[src/rtl/booth4_mul_seq_pkg.sv]
// booth4_pkg: shared types for the radix-4 Booth multiplier.
//   state_t     - controller states (IDLE, EXEC, DONE)
//   booth_op_t  - partial-product selection (ZERO, PA, P2A, M2A, MA)
//   booth_decode- maps a Booth triple {x1, x0, x-1} to a booth_op_t
package booth4_pkg;

  typedef enum logic [1:0] {
    IDLE = 2'd0,
    EXEC = 2'd1,
    DONE = 2'd2
  } state_t;

  typedef enum logic [2:0] {
    ZERO = 3'd0,
    PA   = 3'd1,
    P2A  = 3'd2,
    M2A  = 3'd3,
    MA   = 3'd4
  } booth_op_t;

  function automatic booth_op_t booth_decode(input logic [2:0] triple);
    case (triple)
      3'b001, 3'b010: return PA;
      3'b011:         return P2A;
      3'b100:         return M2A;
      3'b101, 3'b110: return MA;
      default:        return ZERO;  // 000 / 111
    endcase
  endfunction

endpackage

[src/rtl/booth4_mul_seq_if.sv]
// booth4_mul_seq_if: start/done handshake bundle of the Booth multiplier.
//   master (operand-select side): drives start, op_signed, multiplicand_a,
//     multiplier_x (and clear when BOOTH4_CLEAR_EN is defined);
//     receives busy, done, result.
//   slave (multiplier side): the mirror image.
// Optional feature macro: BOOTH4_CLEAR_EN adds the synchronous clear abort.
interface booth4_mul_seq_if #(
  parameter int WIDTH = 32
);
  logic                 start;
  logic                 op_signed;
  logic [WIDTH-1:0]     multiplicand_a;
  logic [WIDTH-1:0]     multiplier_x;
`ifdef BOOTH4_CLEAR_EN
  logic                 clear;
`endif
  logic                 busy;
  logic                 done;
  logic [2*WIDTH-1:0]   result;

  modport master (
    output start, op_signed, multiplicand_a, multiplier_x,
`ifdef BOOTH4_CLEAR_EN
    output clear,
`endif
    input  busy, done, result
  );

  modport slave (
    input  start, op_signed, multiplicand_a, multiplier_x,
`ifdef BOOTH4_CLEAR_EN
    input  clear,
`endif
    output busy, done, result
  );
endinterface

[src/rtl/booth4_mul_seq_pp_sel.sv]
// booth4_pp_sel: combinational radix-4 Booth partial-product selector.
//   triple [2:0]      - {x[1], x[0], previous x[1]}
//   a      [WIDTH+1:0]- extended multiplicand
//   pp     [WIDTH+1:0]- selected partial product (0, +A, +2A, -2A, -A),
//                       modulo 2^(WIDTH+2)
module booth4_pp_sel
  import booth4_pkg::*;
#(
  parameter int WIDTH = 32
) (
  input  logic [2:0]       triple,
  input  logic [WIDTH+1:0] a,
  output logic [WIDTH+1:0] pp
);
  localparam logic [WIDTH+1:0] ONE = {{(WIDTH+1){1'b0}}, 1'b1};

  logic [WIDTH+1:0] a2;

  // 2A drops the top bit; the extended operand always has headroom for it.
  assign a2 = {a[WIDTH:0], 1'b0};

  always_comb begin
    pp = '0;
    case (booth_decode(triple))
      PA:      pp = a;
      P2A:     pp = a2;
      M2A:     pp = ~a2 + ONE;
      MA:      pp = ~a + ONE;
      default: pp = '0;
    endcase
  end
endmodule

[src/rtl/booth4_mul_seq.sv]
// booth4_mul_seq: sequential radix-4 Booth multiplier, two multiplier bits
// retired per cycle, WIDTH/2+1 iterations per product in both modes.
//   clk   - clock, rising edge
//   reset - asynchronous active-high reset
//   bus   - booth4_mul_seq_if.slave: start, op_signed, multiplicand_a,
//           multiplier_x in; busy, done (1-cycle pulse), result out
// Optional feature macro: BOOTH4_CLEAR_EN (clear aborts to IDLE, keeps result).
module booth4_mul_seq
  import booth4_pkg::*;
#(
  parameter int WIDTH = 32
) (
  input  logic                clk,
  input  logic                reset,
  booth4_mul_seq_if.slave     bus
);
  localparam int EW = WIDTH + 2;
  localparam int N  = WIDTH / 2 + 1;
  localparam int CW = $clog2(WIDTH / 2 + 2);
  localparam logic [CW-1:0] LAST = CW'(N - 1);

  state_t               state_reg;
  logic [CW-1:0]        count_reg;
  logic [EW-1:0]        u_reg;
  logic [EW-1:0]        v_reg;
  logic [EW-1:0]        a_reg;
  logic [EW-1:0]        x_reg;
  logic                 fbi_reg;
  logic                 busy_reg;
  logic                 done_reg;
  logic [2*WIDTH-1:0]   result_reg;

  logic [EW-1:0]        pp;
  logic [EW-1:0]        u_sum;
  logic [2*EW-1:0]      p_next;
  logic [EW-1:0]        a_ext;
  logic [EW-1:0]        x_ext;

  booth4_pp_sel #(.WIDTH(WIDTH)) u_pp_sel (
    .triple ({x_reg[1:0], fbi_reg}),
    .a      (a_reg),
    .pp     (pp)
  );

  assign u_sum  = u_reg + pp;
  // After N double-shifts P holds the exact product, so no final correction.
  assign p_next = $signed({u_sum, v_reg}) >>> 2;

  assign a_ext = bus.op_signed ? {{2{bus.multiplicand_a[WIDTH-1]}}, bus.multiplicand_a}
                               : {2'b00, bus.multiplicand_a};
  assign x_ext = bus.op_signed ? {{2{bus.multiplier_x[WIDTH-1]}}, bus.multiplier_x}
                               : {2'b00, bus.multiplier_x};

  always_ff @(posedge clk or posedge reset) begin
    if (reset) begin
      state_reg  <= IDLE;
      count_reg  <= '0;
      u_reg      <= '0;
      v_reg      <= '0;
      a_reg      <= '0;
      x_reg      <= '0;
      fbi_reg    <= 1'b0;
      busy_reg   <= 1'b0;
      done_reg   <= 1'b0;
      result_reg <= '0;
    end
`ifdef BOOTH4_CLEAR_EN
    else if (bus.clear) begin
      state_reg <= IDLE;
      busy_reg  <= 1'b0;
      done_reg  <= 1'b0;
    end
`endif
    else begin
      case (state_reg)
        IDLE, DONE: begin
          done_reg <= 1'b0;
          if (bus.start) begin
            a_reg     <= a_ext;
            x_reg     <= x_ext;
            u_reg     <= '0;
            v_reg     <= '0;
            fbi_reg   <= 1'b0;
            count_reg <= '0;
            busy_reg  <= 1'b1;
            state_reg <= EXEC;
          end else begin
            state_reg <= IDLE;
          end
        end
        EXEC: begin
          u_reg     <= p_next[2*EW-1:EW];
          v_reg     <= p_next[EW-1:0];
          fbi_reg   <= x_reg[1];
          x_reg     <= $signed(x_reg) >>> 2;
          count_reg <= count_reg + CW'(1);
          if (count_reg == LAST) begin
            result_reg <= p_next[2*WIDTH-1:0];
            busy_reg   <= 1'b0;
            done_reg   <= 1'b1;
            state_reg  <= DONE;
          end
        end
        default: state_reg <= IDLE;
      endcase
    end
  end

  assign bus.busy   = busy_reg;
  assign bus.done   = done_reg;
  assign bus.result = result_reg;
endmodule
[src/flat_wrapper.sv]
// flat-port wrapper written by rule: the top's interface ports become plain ports
module booth4_mul_seq_flat import booth4_pkg::*;
#(
  parameter int WIDTH = 32
)
  (clk, reset, bus_start, bus_op_signed, bus_multiplicand_a, bus_multiplier_x, bus_busy, bus_done, bus_result);
  booth4_mul_seq_if #(.WIDTH(WIDTH)) bus_i ();
  input  logic clk;
  input  logic reset;
  input wire logic [$bits(bus_i.start)-1:0] bus_start;
  input wire logic [$bits(bus_i.op_signed)-1:0] bus_op_signed;
  input wire logic [$bits(bus_i.multiplicand_a)-1:0] bus_multiplicand_a;
  input wire logic [$bits(bus_i.multiplier_x)-1:0] bus_multiplier_x;
  output wire logic [$bits(bus_i.busy)-1:0] bus_busy;
  output wire logic [$bits(bus_i.done)-1:0] bus_done;
  output wire logic [$bits(bus_i.result)-1:0] bus_result;
  assign bus_i.start = bus_start;
  assign bus_i.op_signed = bus_op_signed;
  assign bus_i.multiplicand_a = bus_multiplicand_a;
  assign bus_i.multiplier_x = bus_multiplier_x;
  assign bus_busy = bus_i.busy;
  assign bus_done = bus_i.done;
  assign bus_result = bus_i.result;
  booth4_mul_seq #(.WIDTH(WIDTH)) u_core (.clk(clk), .reset(reset), .bus(bus_i));
endmodule
[config.mk]
export PLATFORM = sky130hd
export DESIGN_NAME = booth4_mul_seq_flat
export DESIGN_NICKNAME = d
export VERILOG_FILES = /design/src/rtl/booth4_mul_seq_pkg.sv /design/src/rtl/booth4_mul_seq_if.sv /design/src/rtl/booth4_mul_seq_pp_sel.sv /design/src/rtl/booth4_mul_seq.sv /design/src/flat_wrapper.sv
export SDC_FILE = /design/constraint.sdc
export NUM_CORES = 1
export LEC_CHECK = 0
export ABC_AREA = 1
export CAP_MARGIN = 20
export CORE_MARGIN = 5
export CORE_UTILIZATION = 50
export CTS_CLUSTER_SIZE = 14
export DETAILED_ROUTE_END_ITERATION = 10
export PLACE_DENSITY = 0.71
export SYNTH_ARGS = -nofsm -noshare
export SYNTH_HDL_FRONTEND = slang
export SYNTH_SLANG_ARGS = --single-unit
[constraint.sdc]
create_clock -name clk -period 11.8 [get_ports clk]
set_input_delay 1.18 -clock clk [delete_from_list [all_inputs] [get_ports clk]]
set_output_delay 1.18 -clock clk [all_outputs]
set_load 0.1 [all_outputs]
* After elaboration in Yosys (flattened, before gate mapping) *
Index checks and enable logic that the tools add are counted.

word-level totals
  flip-flop bits (word level) = 210
  output and inout port bits = 66
  bits of input ports = 68
  word-level logic and storage cells = 65

cells by class
  equality and inequality tests = 15
  multiplexer cells = 21
  add/sub/neg operators = 4
  bitwise operators = 3
  reductions and logical operators = 11

operators with widths
  kind                                                 number
  case mux 34 bit (2 select lines)                     3
  2-to-1 mux 34 bit                                    4
  case mux 34 bit (4 select lines)                     1
  adder 34 x 1 -> 34 bit, second input constant        2
  NOT 34 bit                                           2
  adder 34 bit                                         1
  equality test 3 x 2 -> 1 bit, second input constant  4
  equality test 3 bit, second input constant           4
  case mux 3 bit (4 select lines)                      1
  case mux 5 bit (2 select lines)                      1
  AND reduction 2 bit                                  4
  equality test 3 x 1 -> 1 bit, second input constant  2
  case mux 1 bit (2 select lines)                      3
  AND reduction 3 bit                                  2
  OR reduction 2 bit                                   3
  adder 5 x 1 -> 5 bit, second input constant          1
  equality test 5 bit, second input constant           1
  2-to-1 mux 1 bit                                     5
  2-to-1 mux 5 bit                                     1
  case mux 2 bit (2 select lines)                      1
  equality test 2 x 1 -> 1 bit, second input constant  1
  equality test 2 bit, second input constant           1
  zero test 2 bit                                      1
  2-to-1 mux 2 bit                                     1
  4 further kinds                                      4

* Depth between registers and ports, before layout *
Gate-level depths: netlist (run 1).

  word-level depth = 7
  gate-level depth with buffers = 25
  depth with buffers taken out = 25

* Hierarchy *
From an unflattened synthesis (run 1), not the netlist that was laid out.

second synthesis, totals
  cell total of the unflattened synthesis = 1650
  area total of the unflattened synthesis = 11911.4 um2

by module, submodules not included
  module          times used  area each (um2)  cells each  sequential area each (um2)
  booth4_mul_seq  1           10012.1          1257        5129.9
  booth4_pp_sel   1           1899.3           393         0.0

* Worst setup path after synthesis (run 1) *
OpenSTA, ideal clock, no wires.

  path type = reg-to-reg
  from = register u_core.a_reg[0]
  to = register u_core.u_reg[32]
  arrival time = 2896 ps
  buffers on the path = 0
  setup time = 117 ps
  stages on the path, launching flop included = 21
  data required time = 11683 ps
  period minus slack after synthesis = 3014 ps
  setup slack = 8786 ps
  cell sequence = dfrtp_1 inv_1 ha_1 nand2_2 nor2_8 nand4_2 nor2_4 nand2_2 nor3_2 nand3b_1 nand3b_1 ha_1 nand2_1 nor2_1 nand2_1 nor3b_1 nand3_1 nand3_1 nand3_1 nand3_1 nand2_1

on the way
  longest elaborated chain between the ends = 5
  elaborated cells on any way between the ends = 7
  classes of those cells = add/sub: 3; mux: 2; bitwise: 2

ends and longest elaborated chain
  element                                           line                                                      RTL
  start, declared                                   booth4_mul_seq.sv:26                                      logic [EW-1:0] a_reg;
  start signal, assigned                            booth4_mul_seq.sv:79                                      a_reg <= a_ext;
  NOT 34 bit, on equally long branches              booth4_mul_seq_pp_sel.sv:28, booth4_mul_seq_pp_sel.sv:27
  adder 34 x 1 -> 34 bit, on equally long branches  booth4_mul_seq_pp_sel.sv:28, booth4_mul_seq_pp_sel.sv:27
  case mux 34 bit (4 select lines) *                booth4_mul_seq_pp_sel.sv:24                               case (booth_decode(triple))
  adder 34 bit *                                    booth4_mul_seq.sv:45                                      assign u_sum = u_reg + pp;
  case mux 34 bit (2 select lines) *                booth4_mul_seq.sv:75                                      case (state_reg)
  end signal, assigned                              booth4_mul_seq.sv:92                                      u_reg <= p_next[2*EW-1:EW];
  end, declared                                     booth4_mul_seq.sv:24                                      logic [EW-1:0] u_reg;

Every way passes the cells marked *; elsewhere a longest branch is shown, timed or not.
A chain may end at the register's enable or synchronous reset.

* Final worst setup path (run 1) *
  from = register u_core.a_reg[0]
  to = register u_core.u_reg[15]

Same word-level chain as after synthesis.

==> results.json, run 1 <==
{
  "clock_sinks": 205,
  "clock.fmax_mhz": 263,
  "yosysUniqueCellTypes": 52,
  "syn-num-nets": 1605,
  "cp-start-kind": "flip-flop",
  "min_path_type": "flip-flop to flip-flop",
  "fillers": 2032,
  "min_to": "u_core.bus.result[55]$_DFFE_PP0P_",
  "cpMaxStageDelayCell": "ha_1",
  "finalWirelength_um": 30200,
  "busiest_layer": "met2",
  "synth_top_cell_by_area": "dfrtp_1",
  "ctsResizeCount": 0,
  "clk_latency_ns": 0.51,
  "dieHeight_um": 162,
  "synth-simple-area-share_pct": 25.9,
  "setup_tns_ns": 0,
  "synth_area_um2": 11600,
  "placementRows": 55,
  "final_cell_mix": "nand2_1 (430), dfrtp_1 (205), inv_1 (184)",
  "postCtsSetupRepairBufs": 0,
  "post-route-period-util_pct": 32.2,
  "ios": 134,
  "placed_area_um2": 13100,
  "postCtsHoldBufs": 0,
  "drv_cap": 0,
  "path_buf_inv": 4,
  "crit_type": "flip-flop to flip-flop",
  "start_util_pct": 51.0,
  "worst_slack_ns": 8.00,
  "grt_pass1_wl_um": 49300,
  "vias": 10400,
  "final_area_um2": 14000,
  "muxShareOfSynthArea_pct": 0,
  "timing.final.max_slew_violations": 0,
  "diodes": 0,
  "worstMarginPinSlew_ns": 1.03,
  "reg2reg_slack_ns": 8.00,
  "routedWlPerCell_um": 15.8,
  "largest_reg_flops": 64,
  "grt_max_degree": 148,
  "dp_hpwl_um": 22100,
  "critPathRequiredTime_ns": 12.14,
  "timing.hold.worst.start": "u_core.bus.result[55]$_DFFE_PP0P_",
  "path_cells": "inv_1, ha_1, nand2_2, inv_1, nand2_1, xor2_1, inv_1, a221oi_1, o21ai_0, ha_1, nand2_1, inv_1, a21oi_1, nand2_1, nand2_1, nand2_1, a21oi_1, xor2_1, o21ai_0",
  "track_usage_pct": 22.7,
  "synth_edf_count": 0,
  "min_path_cells": 2,
  "clock_skew_ns": 0.0147,
  "synth_seq_area_share_pct": 44.3,
  "clk_pin_slew_ns": 0.06,
  "drc": 0,
  "outcome": "completed",
  "synth_compound_area_share_pct": 15.0,
  "synth_fa_ha_area_share_pct": 4.06,
  "final_common_cell": "nand2_1",
  "via_per_inst": 5.41,
  "cts.path.max_buffers": 3,
  "cts_inserted_buffers": 24,
  "nets": 1720,
  "cts.root.buffer_cell": "clkbuf_16",
  "ys_top_cells_by_area": "dfrtp_1 (44%), nand2_1 (14%), inv_1 (6.0%), o21ai_0 (5.2%), nand3_1 (4.1%)",
  "syn_to_final_growth_pct": 20.7,
  "setup_viol": 0,
  "synth_top_area_share_pct": 44.3,
  "synthArstFlopShare_pct": 100,
  "use_met2_pct": 35.6,
  "port_buffers": 133,
  "cp_common_cell": "nand2_1",
  "core_area_um2": 22700,
  "crit_fanout": 6,
  "ys.flop_type": "dfrtp_1",
  "overflow": 0,
  "place_congestion": 0.913,
  "rsz0062_at_grt": "false",
  "max_stage_delay_ns": 0.40,
  "synth_top_family_by_area": "simple AND/OR/NAND/NOR gates",
  "rr_worst_depth": 19,
  "hold_viol_final": 0,
  "ctsHtreeMaxLevel": 1,
  "synth-xor-area-share_pct": 2.65,
  "ys_ff_latch": 205,
  "first_pass_iters": 7,
  "die_area_um2": 26300,
  "postRouteAntennaNets": 0,
  "die_w_um": 162,
  "use_met3_pct": 2.79,
  "tritoncts": "yes",
  "hold-worst-slack_ns": 0.476,
  "grt_pass1_vias": 9763,
  "cp_top_family": "compound AO/OA/AOI/OAI gates",
  "arrival_ns": 4.13,
  "drive_gt1_share_pct": 5.39,
  "synth_warnings": 0,
  "r2r_end": "u_core.u_reg[15]$_DFFE_PP0P_",
  "post-place-ws_ns": 7.46,
  "synthCells": 1500,
  "drt_iter0_drc": 795,
  "use_met1_pct": 34.4,
  "relSlewSlack_pct": 31.4,
  "antenna_found_initial": 0,
  "syn_avg_cell_area_um2": 7.72,
  "critical_path.endpoint_type": "flip-flop",
  "fin_crit_ns": 3.80,
  "worstReg2RegStart": "u_core.a_reg[0]$_DFFE_PP0P_"
}
[cells in the mapped netlist (all sizes together) (9+ instances only)]
master / instances
nand2: 438
nand3b: 11
nor2: 102
nor3: 11
xnor2: 11
buf: 20
o21ai: 135
inv: 190
o2111ai: 9
nand4: 19
dfrtp: 205
nand3: 96
a21oi: 48
ha: 36
o221ai: 28
o22ai: 42
clkbuf: 33
xor2: 24
[how the worst max path moves through the flow]
stage | from | cells after the start | end | slack (ns)
global route | u_core.a_reg[0]$_DFFE_PP0P_ | 19 | u_core.u_reg[23]$_DFFE_PP0P_ | 7.56
global placement | bus_start | 6 | u_core.u_reg[11]$_DFFE_PP0P_ | 7.51
CTS | bus_start | 6 | u_core.u_reg[11]$_DFFE_PP0P_ | 8.02
finish | u_core.a_reg[0]$_DFFE_PP0P_ | 19 | u_core.u_reg[15]$_DFFE_PP0P_ | 8.00
detailed placement | bus_start | 6 | u_core.u_reg[11]$_DFFE_PP0P_ | 7.46
floorplan | reset | 1 | u_core.a_reg[0]$_DFFE_PP0P_ | 5.02
[through the flow]
| step | util, % | instances |
|---|---|---|
| floorplan | - | 1500 |
| global placement | 57.7 | 1872 |
| detailed placement | 57.7 | 1872 |
| CTS | 61.4 | 1916 |
| global route | 61.5 | 1918 |
| finish | 61.5 | 1918 |
[cell type report]
type / count / area [µm²] / area share (%)
Clock buffer: 34 / 709 / 5.08
Clock inverter: 10 / 114 / 0.815
Inverter: 191 / 724 / 5.18
Multi-Input combinational cell: 1051 / 5520 / 39.5
Sequential cell: 205 / 5130 / 36.7
Tap cell: 285 / 357 / 2.55
Timing Repair Buffer: 142 / 1430 / 10.2
[routing by layer]
| metal | vias to the layer above | routed length [µm] |
|---|---|---|
| met5 | - | 0 |
| met4 | 0 | 474 |
| met3 | 37 | 1960 |
| met2 | 304 | 13400 |
| met1 | 4861 | 14400 |
| li1 | 5176 | - |
[tightest hold or removal path, stage by stage (launching register included)]
cell and delay, ns:
dfrtp_1 0.34, nand2_1 0.05, nand2_1 0.05
[cells by family after synthesis]
family | count (synthesis)
AND/OR/NAND/NOR | 689
AO/OA/AOI/OAI | 290
buffers and inverters | 244
flip-flops | 205
adder cells (fa/ha/maj) | 37
XOR/XNOR | 35
Power of run 1 is left out: the tool's default activity adds up to more than one toggle a clock period on the data nets, which glitch-free logic cannot reach.
==> inputs of run 2 (changes only) <==
==> constraint.sdc (replaced) <==
create_clock -name clk -period 3.5 [get_ports clk]
set_input_delay 0.35 -clock clk [delete_from_list [all_inputs] [get_ports clk]]
set_output_delay 0.35 -clock clk [all_outputs]
set_load 0.1 [all_outputs]
==> run 2 against run 1 <==
  * Maximum frequency is 17% higher
  * Worst hold slack got worse by 0.19 ns
  * Design area up 6.0%
  * Critical endpoint is now u_core.u_reg[32]$_DFFE_PP0P_
  * Clock skew up 0.0038 ns
  * Via count is 3.5% higher
  * Non-clock buffer count increased by 78
  * Setup slack got worse by 7.8 ns
  * Highest routed layer unchanged
  * Sequential cell count stayed put
==> results.json, run 2 (same netlist as run 1, synthesis figures left out) <==
{
  "setup_viol": 0,
  "worstMarginPinSlew_ns": 1.04,
  "rsz0062_at_grt": "true",
  "postRouteAntennaNets": 0,
  "drt_iter0_drc": 716,
  "vias": 10700,
  "die_area_um2": 26300,
  "worst_slack_ns": 0.250,
  "clk_pin_slew_ns": 0.07,
  "start_util_pct": 51.0,
  "first_pass_iters": 5,
  "routedWlPerCell_um": 16.9,
  "final_cell_mix": "nand2_1 (425), dfrtp_1 (204), inv_1 (181)",
  "cts_inserted_buffers": 23,
  "placed_area_um2": 13700,
  "final_area_um2": 14800,
  "clock_skew_ns": 0.0185,
  "die_w_um": 162,
  "syn_to_final_growth_pct": 27.9,
  "track_usage_pct": 25.3,
  "port_buffers": 133,
  "clock.fmax_mhz": 308,
  "cp-start-kind": "flip-flop",
  "crit_type": "flip-flop to flip-flop",
  "cts.path.max_buffers": 3,
  "worstReg2RegStart": "u_core.a_reg[23]$_DFFE_PP0P_",
  "antenna_found_initial": 0,
  "reg2reg_slack_ns": 0.25,
  "place_congestion": 0.950,
  "drv_cap": 0,
  "relSlewSlack_pct": 30.1,
  "outcome": "completed",
  "fillers": 1988,
  "overflow": 0,
  "drive_gt1_share_pct": 12.5,
  "post-route-period-util_pct": 92.9,
  "clk_latency_ns": 0.52,
  "diodes": 0,
  "ctsHtreeMaxLevel": 1,
  "post-place-ws_ns": 0.0157,
  "finalWirelength_um": 33700,
  "via_per_inst": 5.39,
  "placementRows": 55,
  "largest_reg_flops": 64,
  "r2r_end": "u_core.u_reg[32]$_DFFE_PP0P_",
  "timing.final.max_slew_violations": 0,
  "critical_path.endpoint_type": "flip-flop",
  "setup_tns_ns": 0,
  "min_path_type": "input port to async pin",
  "cts.root.buffer_cell": "clkbuf_16",
  "hold_viol_final": 0,
  "fin_util_pct": 65.2,
  "grt_pass1_wl_um": 54000,
  "setup.worst_path.start": "u_core.a_reg[23]$_DFFE_PP0P_",
  "ios": 134,
  "arrival_ns": 3.65,
  "final_common_cell": "nand2_1",
  "drc": 0,
  "core_area_um2": 22700,
  "nets": 1797,
  "dieHeight_um": 162,
  "clock_sinks": 205,
  "rr_worst_depth": 20,
  "fin_crit_ns": 3.25,
  "tritoncts": "yes",
  "critPathRequiredTime_ns": 3.90,
  "grt_max_degree": 81,
  "crit_fanout": 5,
  "postCtsHoldBufs": 0,
  "grt_pass1_vias": 10200,
  "dp_hpwl_um": 25200
}
-- run 2: cell count changes in the layout (fill, tap and decap cells not counted), sizes merged --
cell      change
clkbuf        -6
buf          +78
clkinvlp      +2
inv           -2
clkinv        +2
-- run 2: worst max path at each step --
stage,end,slack [ns],depth (start not counted)
2_1_floorplan,u_core.a_reg[0]$_DFFE_PP0P_,0.49,1
3_3_place_gp,u_core.bus.result[50]$_DFFE_PP0P_,0.02,20
3_5_place_dp,u_core.u_reg[16]$_DFFE_PP0P_,0.02,19
4_1_cts,u_core.bus.result[50]$_DFFE_PP0P_,0.06,20
5_1_grt,u_core.u_reg[30]$_DFFE_PP0P_,-0.01,22
6_report,u_core.u_reg[32]$_DFFE_PP0P_,0.25,20
-- run 2: metrics by stage --
stage          std cells  hold WS, ns
2_1_floorplan       1500        0.450
3_3_place_gp        1945        0.464
3_5_place_dp        1945        0.464
4_1_cts             1985        0.295
5_1_grt             1992        0.332
6_report            1992        0.289
-- run 2: worst max-delay path, cell delays in order (launching register included) --
cell,delay (ns)
dfrtp_1,0.37
buf_4,0.14
nor2_1,0.20
nand2_1,0.10
nor2_2,0.17
nand3_2,0.15
nor2_1,0.15
xor2_1,0.21
nand2_1,0.07
nand4_1,0.17
ha_1,0.31
inv_1,0.12
o21bai_1,0.10
a21boi_0,0.20
nand2_1,0.11
a21oi_2,0.17
nand2_1,0.08
nor2_1,0.11
nand3_1,0.08
nand3_1,0.07
nand2_1,0.05
-- run 2: final cells by class --
type	count	area [µm²]	share of cell area, %
multi-input cells	1051	5770	39.0
flip-flops and latches	205	5130	34.6
repair buffers	220	2070	14.0
inverters	191	724	4.89
clock buffers	28	624	4.22
well taps	285	357	2.41
clock inverters	12	131	0.887
-- run 2: what timing repair did --
item	CTS	global route
buffers inserted	0	7
pin swaps	0	9
endpoints found under the setup margin	1	42
hold endpoints to repair	0	0
resized for setup	1	63
cloned	0	0
-- run 2: metal layers --
layer  GRT usage [%]  part of all wire, %  vias to the layer above
li1                -                    -                     5342
met1            38.6                   49                     5077
met2            39.0                   44                      281
met3            2.94                  4.9                       39
met4            5.73                  1.9                        0
met5               0                    0                        -
Power of run 2 is left out for the same reason.
